### src/rtl/spi_ram_pkg.sv
`default_nettype none
// ============================================================================
// Module   : spi_ram_pkg
// Brief    : Command and read-FSM encodings shared by the SPI slave and RAM ctrl
// Revision : 1.0
// ============================================================================
package spi_ram_pkg;

    localparam logic [1:0] CMD_WR_ADDR = 2'b00;
    localparam logic [1:0] CMD_WR_DATA = 2'b01;
    localparam logic [1:0] CMD_RD_ADDR = 2'b10;
    localparam logic [1:0] CMD_RD_DATA = 2'b11;

    typedef enum logic [0:0] {
        RD_IDLE  = 1'b0,
        RD_ARMED = 1'b1
    } rd_state_e;

endpackage : spi_ram_pkg
`default_nettype wire

### src/rtl/sp_ram_array.sv
`default_nettype none
// ============================================================================
// Module   : sp_ram_array
// Brief    : MEM_DEPTH x 8 storage, synchronous write, combinational read
// Revision : 1.0
// ============================================================================
module sp_ram_array #(
    parameter int MEM_DEPTH = 256,
    parameter int ADDR_SIZE = 8
) (
    input  logic                 clk,
    input  logic                 we,
    input  logic [ADDR_SIZE-1:0] waddr,
    input  logic [7:0]           wdata,
    input  logic [ADDR_SIZE-1:0] raddr,
    output logic [7:0]           rdata
);

    logic [7:0] r_mem [MEM_DEPTH];

    // Contents are deliberately not reset; the caller range-checks both ports.
    always_ff @(posedge clk) begin
        if (we) begin
            r_mem[waddr] <= wdata;
        end
    end

    assign rdata = r_mem[raddr];

endmodule : sp_ram_array
`default_nettype wire

### src/rtl/spi_ram_ctrl.sv
`default_nettype none
// ============================================================================
// Module   : spi_ram_ctrl
// Brief    : Decodes SPI slave frames into address-load/write/read RAM commands
// Revision : 1.0
// ============================================================================
module spi_ram_ctrl
    import spi_ram_pkg::*;
#(
    parameter int MEM_DEPTH = 256,
    parameter int ADDR_SIZE = 8
) (
    input  logic       clk,
    input  logic       rst,
    input  logic       rx_valid,
    input  logic [9:0] rx_data,
    output logic       tx_valid,
    output logic [7:0] tx_data,
    output logic       seq_err
);

    localparam logic [ADDR_SIZE:0] c_MEM_DEPTH = (ADDR_SIZE + 1)'(MEM_DEPTH);

    rd_state_e            r_rd_state;
    rd_state_e            w_rd_state_nxt;
    logic [ADDR_SIZE-1:0] r_wr_addr;
    logic [ADDR_SIZE-1:0] r_rd_addr;
    logic [7:0]           r_tx_data;
    logic                 r_tx_valid;
    logic                 r_seq_err;

    logic [ADDR_SIZE-1:0] w_wr_addr_nxt;
    logic [ADDR_SIZE-1:0] w_rd_addr_nxt;
    logic [7:0]           w_tx_data_nxt;
    logic                 w_tx_valid_nxt;
    logic                 w_seq_err_nxt;
    logic                 w_we;
    logic [7:0]           w_rdata;

    logic [1:0]           w_cmd;
    logic [7:0]           w_payload;
    logic [ADDR_SIZE-1:0] w_addr_in;
    logic                 w_wr_in_range;
    logic                 w_rd_in_range;

    assign w_cmd         = rx_data[9:8];
    assign w_payload     = rx_data[7:0];
    assign w_addr_in     = rx_data[ADDR_SIZE-1:0];
    assign w_wr_in_range = ({1'b0, r_wr_addr} < c_MEM_DEPTH);
    assign w_rd_in_range = ({1'b0, r_rd_addr} < c_MEM_DEPTH);

    sp_ram_array #(
        .MEM_DEPTH (MEM_DEPTH),
        .ADDR_SIZE (ADDR_SIZE)
    ) u_array (
        .clk   (clk),
        .we    (w_we),
        .waddr (r_wr_addr),
        .wdata (w_payload),
        .raddr (r_rd_addr),
        .rdata (w_rdata)
    );

    always_comb begin
        w_rd_state_nxt = r_rd_state;
        w_wr_addr_nxt  = r_wr_addr;
        w_rd_addr_nxt  = r_rd_addr;
        w_tx_data_nxt  = r_tx_data;
        w_tx_valid_nxt = 1'b0;
        w_seq_err_nxt  = 1'b0;
        w_we           = 1'b0;
        if (rx_valid) begin
            case (w_cmd)
                CMD_WR_ADDR: w_wr_addr_nxt = w_addr_in;
                CMD_WR_DATA: w_we = w_wr_in_range;
                CMD_RD_ADDR: begin
                    w_rd_addr_nxt  = w_addr_in;
                    w_rd_state_nxt = RD_ARMED;
                end
                CMD_RD_DATA: begin
                    // Unarmed reads still execute; seq_err only flags the protocol slip.
                    w_tx_data_nxt  = w_rd_in_range ? w_rdata : 8'h00;
                    w_tx_valid_nxt = 1'b1;
                    w_seq_err_nxt  = (r_rd_state == RD_IDLE);
                    w_rd_state_nxt = RD_IDLE;
                end
                default: ;
            endcase
        end
    end

    always_ff @(posedge clk) begin
        if (rst) begin
            r_rd_state <= RD_IDLE;
        end else begin
            r_rd_state <= w_rd_state_nxt;
        end
    end

    always_ff @(posedge clk) begin
        if (rst) begin
            r_wr_addr  <= '0;
            r_rd_addr  <= '0;
            r_tx_data  <= 8'h00;
            r_tx_valid <= 1'b0;
            r_seq_err  <= 1'b0;
        end else begin
            r_wr_addr  <= w_wr_addr_nxt;
            r_rd_addr  <= w_rd_addr_nxt;
            r_tx_data  <= w_tx_data_nxt;
            r_tx_valid <= w_tx_valid_nxt;
            r_seq_err  <= w_seq_err_nxt;
        end
    end

    assign tx_data  = r_tx_data;
    assign tx_valid = r_tx_valid;
    assign seq_err  = r_seq_err;

endmodule : spi_ram_ctrl
`default_nettype wire

### config.mk
export PLATFORM = sky130hd
export DESIGN_NAME = spi_ram_ctrl
export DESIGN_NICKNAME = d
export VERILOG_FILES = /design/src/rtl/spi_ram_pkg.sv /design/src/rtl/sp_ram_array.sv /design/src/rtl/spi_ram_ctrl.sv
export SDC_FILE = /design/constraint.sdc
export NUM_CORES = 2
export LEC_CHECK = 0
export BUFFER_PORTS_ARGS = -buffer_cell sky130_fd_sc_hd__buf_2
export CAP_MARGIN = 10
export CORE_ASPECT_RATIO = 0.9
export CORE_MARGIN = 3
export CORE_UTILIZATION = 26
export CTS_CLUSTER_DIAMETER = 80
export DETAILED_ROUTE_END_ITERATION = 12
export PLACE_DENSITY = 0.42
export SLEW_MARGIN = 20
export SYNTH_ARGS = -nofsm -noshare
export SYNTH_HDL_FRONTEND = slang
export SYNTH_SLANG_ARGS = --single-unit
### constraint.sdc
create_clock -name clk -period 2.6 [get_ports clk]
set_input_delay 0 -clock clk [delete_from_list [all_inputs] [get_ports clk]]
set_output_delay 0 -clock clk [all_outputs]
set_load 0.02 [all_outputs]
==> impl_metrics.tcl <==
set metrics [dict create \
    place_congestion 0.837 \
    cts.sinks 2075 \
    synth_top_cell_by_area "edfxtp_1" \
    wl_microns 249000 \
    setup_viol 7 \
    ios 23 \
    initial_utilization_pct 26.2 \
    multi_input_area_sq_um 18800 \
    dpl_worst_slack_ns -0.660 \
    cap_violations 0 \
    hpwl_microns 162000 \
    root_buffer "clkbuf_16" \
    reg2reg_to "tx_data[5]" \
    placed_cells 8819 \
    ys_types 74 \
    hold_path.class "in2reg" \
    dieArea_sq_um 320000 \
    cp-end-kind "register" \
    synth_area_leaders "edfxtp_1 (76%), mux4_2 (8.5%), mux2i_1 (5.2%), nor2_1 (1.4%), o22ai_1 (0.90%)" \
    grt_max_degree 125 \
    cp-start-kind "register" \
    r2r_cells 12 \
    synth-edff-count 2048 \
    fillers 29757 \
    seqCellArea_sq_um 62100 \
    grt_pass1_vias 44694 \
    worst_clock_skew_ns 0.0795 \
    hold_start "rx_data[1]" \
    cts_tree "done" \
    synth_commonest_cells "edfxtp_1 (2,048), mux2i_1 (420), mux4_2 (308)" \
    worstPathRequired_ns 3.38 \
    finish.net_count 5047 \
    cts.path.max_buffers 4 \
    hold_end "u_array.r_mem[253][1]" \
    min_path_cells 2 \
    core_area_sq_um 311000 \
    stdcell_count 9325 \
    grt-ovfl-total 0 \
    clk_latency_ns 0.90 \
    chipHeight_microns 537 \
    fmax_mhz 359 \
    finalCoreUtilization_pct 32.8 \
    die_x_microns 595 \
    antenna_found_initial 9 \
    peakVddDrop_mv 0.564 \
    post_drt_wl_per_cell_microns 26.7 \
    netlist_instances 4115 \
    finalWorstSetupSlack_ns -0.182 \
    setup_tns_ns -0.916 \
    drtPass1Iterations 5 \
    fin_crit_sh_pct 107 \
    path_class "reg2reg" \
    synth_top_area_share_pct 75.6 \
    syn_avg_cell_area_sq_um 19.8 \
    powerDensity_nw_per_um2 695 \
    row_count 194 \
    viasPerCell 4.68 \
    h-tree-depth 4 \
    io_buffers 22 \
    drc_errors 0 \
    ys_seq_area_share_pct 76.3 \
    grt_usage_pct 15.1 \
    relSlewSlack_pct 38.0 \
    violations "setup timing" \
    reg2reg_from "r_rd_addr[0]" \
    tightestPinTransition_ns 0.930 \
    ys_seq_elements 2075 \
    async_reset_ff_share_pct 0 \
    yosysMostFrequentCell "edfxtp_1" \
    yosysWarnings 0 \
    crit_path_max_fanout 10 \
    numCtsBuffers 229 \
    crit_arrival_ns 3.56 \
    via_count 43608 \
    drive_gt1_share_pct 33.4 \
    period_needed_ns 2.78 \
    grt_first_pass_wirelength_microns 349000 \
    drv_slew 0 \
    clk_pin_slew_worst_paths_ns 0.06 \
    first_iter_violations 3913 \
    status "finished, violations left" \
    p_leak_uw 0.0319 \
    antenna_left 0 \
    area_growth_pct 25.6 \
    rsz0062_at_grt "true" \
    synth_nets 4128 \
    hold_violations 0 \
    r2r_slack_ns -0.18 \
    syn_area_sq_um 81300 \
    ys.flop_type "edfxtp_1" \
]
[cells in the final DEF (no fill, tap or decap), types with 9 or more instances in the layout]
| master | netlist | layout |
|---|---|---|
| o22ai_2 | 0 | 19 |
| o221ai_1 | 51 | 36 |
| mux4_1 | 14 | 13 |
| o22ai_1 | 117 | 95 |
| a21oi_1 | 74 | 61 |
| clkinv_2 | 0 | 30 |
| buf_6 | 51 | 26 |
| nor2b_1 | 12 | 10 |
| buf_4 | 34 | 744 |
| buf_2 | 34 | 14 |
| mux2i_1 | 420 | 404 |
| nor2_1 | 297 | 291 |
| o221ai_2 | 3 | 17 |
| nand2_1 | 99 | 93 |
| a2111oi_4 | 0 | 13 |
| clkbuf_1 | 93 | 58 |
| buf_12 | 16 | 100 |
| mux2i_2 | 0 | 14 |
| a22oi_1 | 35 | 30 |
| mux4_2 | 308 | 309 |
| clkinv_1 | 1 | 54 |
| dfxtp_1 | 27 | 23 |
| buf_16 | 0 | 15 |
| a221oi_2 | 0 | 14 |
| bufinv_16 | 0 | 19 |
| o21ai_0 | 52 | 32 |
| nor3_1 | 32 | 24 |
| dlygate4sd3_1 | 0 | 17 |
| o21ai_2 | 0 | 10 |
| and2_1 | 12 | 10 |
| edfxtp_1 | 2048 | 2048 |
| a211oi_2 | 1 | 14 |
| a211oi_1 | 50 | 34 |
| a211o_1 | 9 | 9 |
| buf_8 | 8 | 19 |
| clkbuf_16 | 0 | 235 |
| nand4_1 | 18 | 18 |
| o21ai_1 | 1 | 10 |
| nand3_1 | 31 | 28 |
| a221oi_1 | 31 | 15 |
[layer usage]
| layer | track usage [%] | vias to the layer above | share of wire, % |
|---|---|---|---|
| met5 | 0 | - | 0.0052 |
| met4 | 3.38 | 2 | 2.2 |
| met3 | 2.02 | 307 | 4.2 |
| met2 | 23.8 | 963 | 46 |
| met1 | 22.2 | 23491 | 48 |
| li1 | - | 18845 | - |
[worst max path at each step]
stage,start,end,slack [ns],cells after the start
after floorplan,r_rd_addr[0],tx_data[1],0.34,9
after global placement,r_rd_addr[0],tx_data[6],-0.60,10
after detailed placement,r_rd_addr[0],tx_data[0],-0.66,10
after CTS,r_rd_addr[0],tx_data[0],-0.25,11
after global routing,r_rd_addr[0],tx_data[5],-0.21,11
final,r_rd_addr[0],tx_data[5],-0.18,12
[timing repair]
item,in CTS,in global routing
pin swaps,47,34
hold buffers,17,0
hold endpoints to repair,2005,0
gates cloned,8,6
setup buffers,53,20
setup endpoints to repair,8,8
resized for setup,227,119
[where the power goes]
| part | switching [uW] | internal [uW] | total, uW |
|---|---|---|---|
| clock | 13200 | 18000 | 31200 |
| combinational | 1900 | 1160 | 3060 |
| sequential | 42.2 | 36800 | 36800 |
[stage by stage]
step | cell area (sq um) | hold WS, ns | total power, uW
after floorplan | 81300 | 0.0989 | 38600
after global placement | 92200 | 0.306 | 40300
after detailed placement | 92200 | 0.307 | 40300
after CTS | 101000 | 0.0526 | 71800
after global routing | 102000 | 0.0804 | 73300
final | 102000 | 0.0972 | 71000
[cells by family after synthesis]
group / after synthesis / share of synthesized area [%]
compound gates: 495 / 4.27
simple gates: 540 / 2.87
flops: 2075 / 76.3
buf+inv: 262 / 2.40
mux: 743 / 14.2
[sequential cells by signal (all words and copies together), names as in the netlist]
name           flops
r_rd_state         1
u_array.r_mem   2048
tx_data            8
r_rd_addr          8
tx_valid           1
r_wr_addr          8
seq_err            1
[critical path, cell delays in order (launching register included)]
cell      delay, ns
dfxtp_4        0.37
buf_4          0.16
buf_12         0.15
buf_6          0.14
or3_4          0.40
buf_6          0.15
buf_4          0.14
o22ai_2        0.12
a211oi_2       0.07
a22o_4         0.25
o21bai_4       0.20
nand4_1        0.33
o211ai_1       0.20
[area by class of cell]
type / instances / share of cell area (%)
clock inverters: 116 / 1.08
inverters: 6 / 0.0270
multi-input cells: 1778 / 18.4
flip-flops and latches: 2075 / 60.8
clock buffers: 287 / 5.82
repair buffers: 944 / 8.88
well taps: 4116 / 5.04
diodes: 3 / 0.00735
Power figures use the tool's default switching activity.
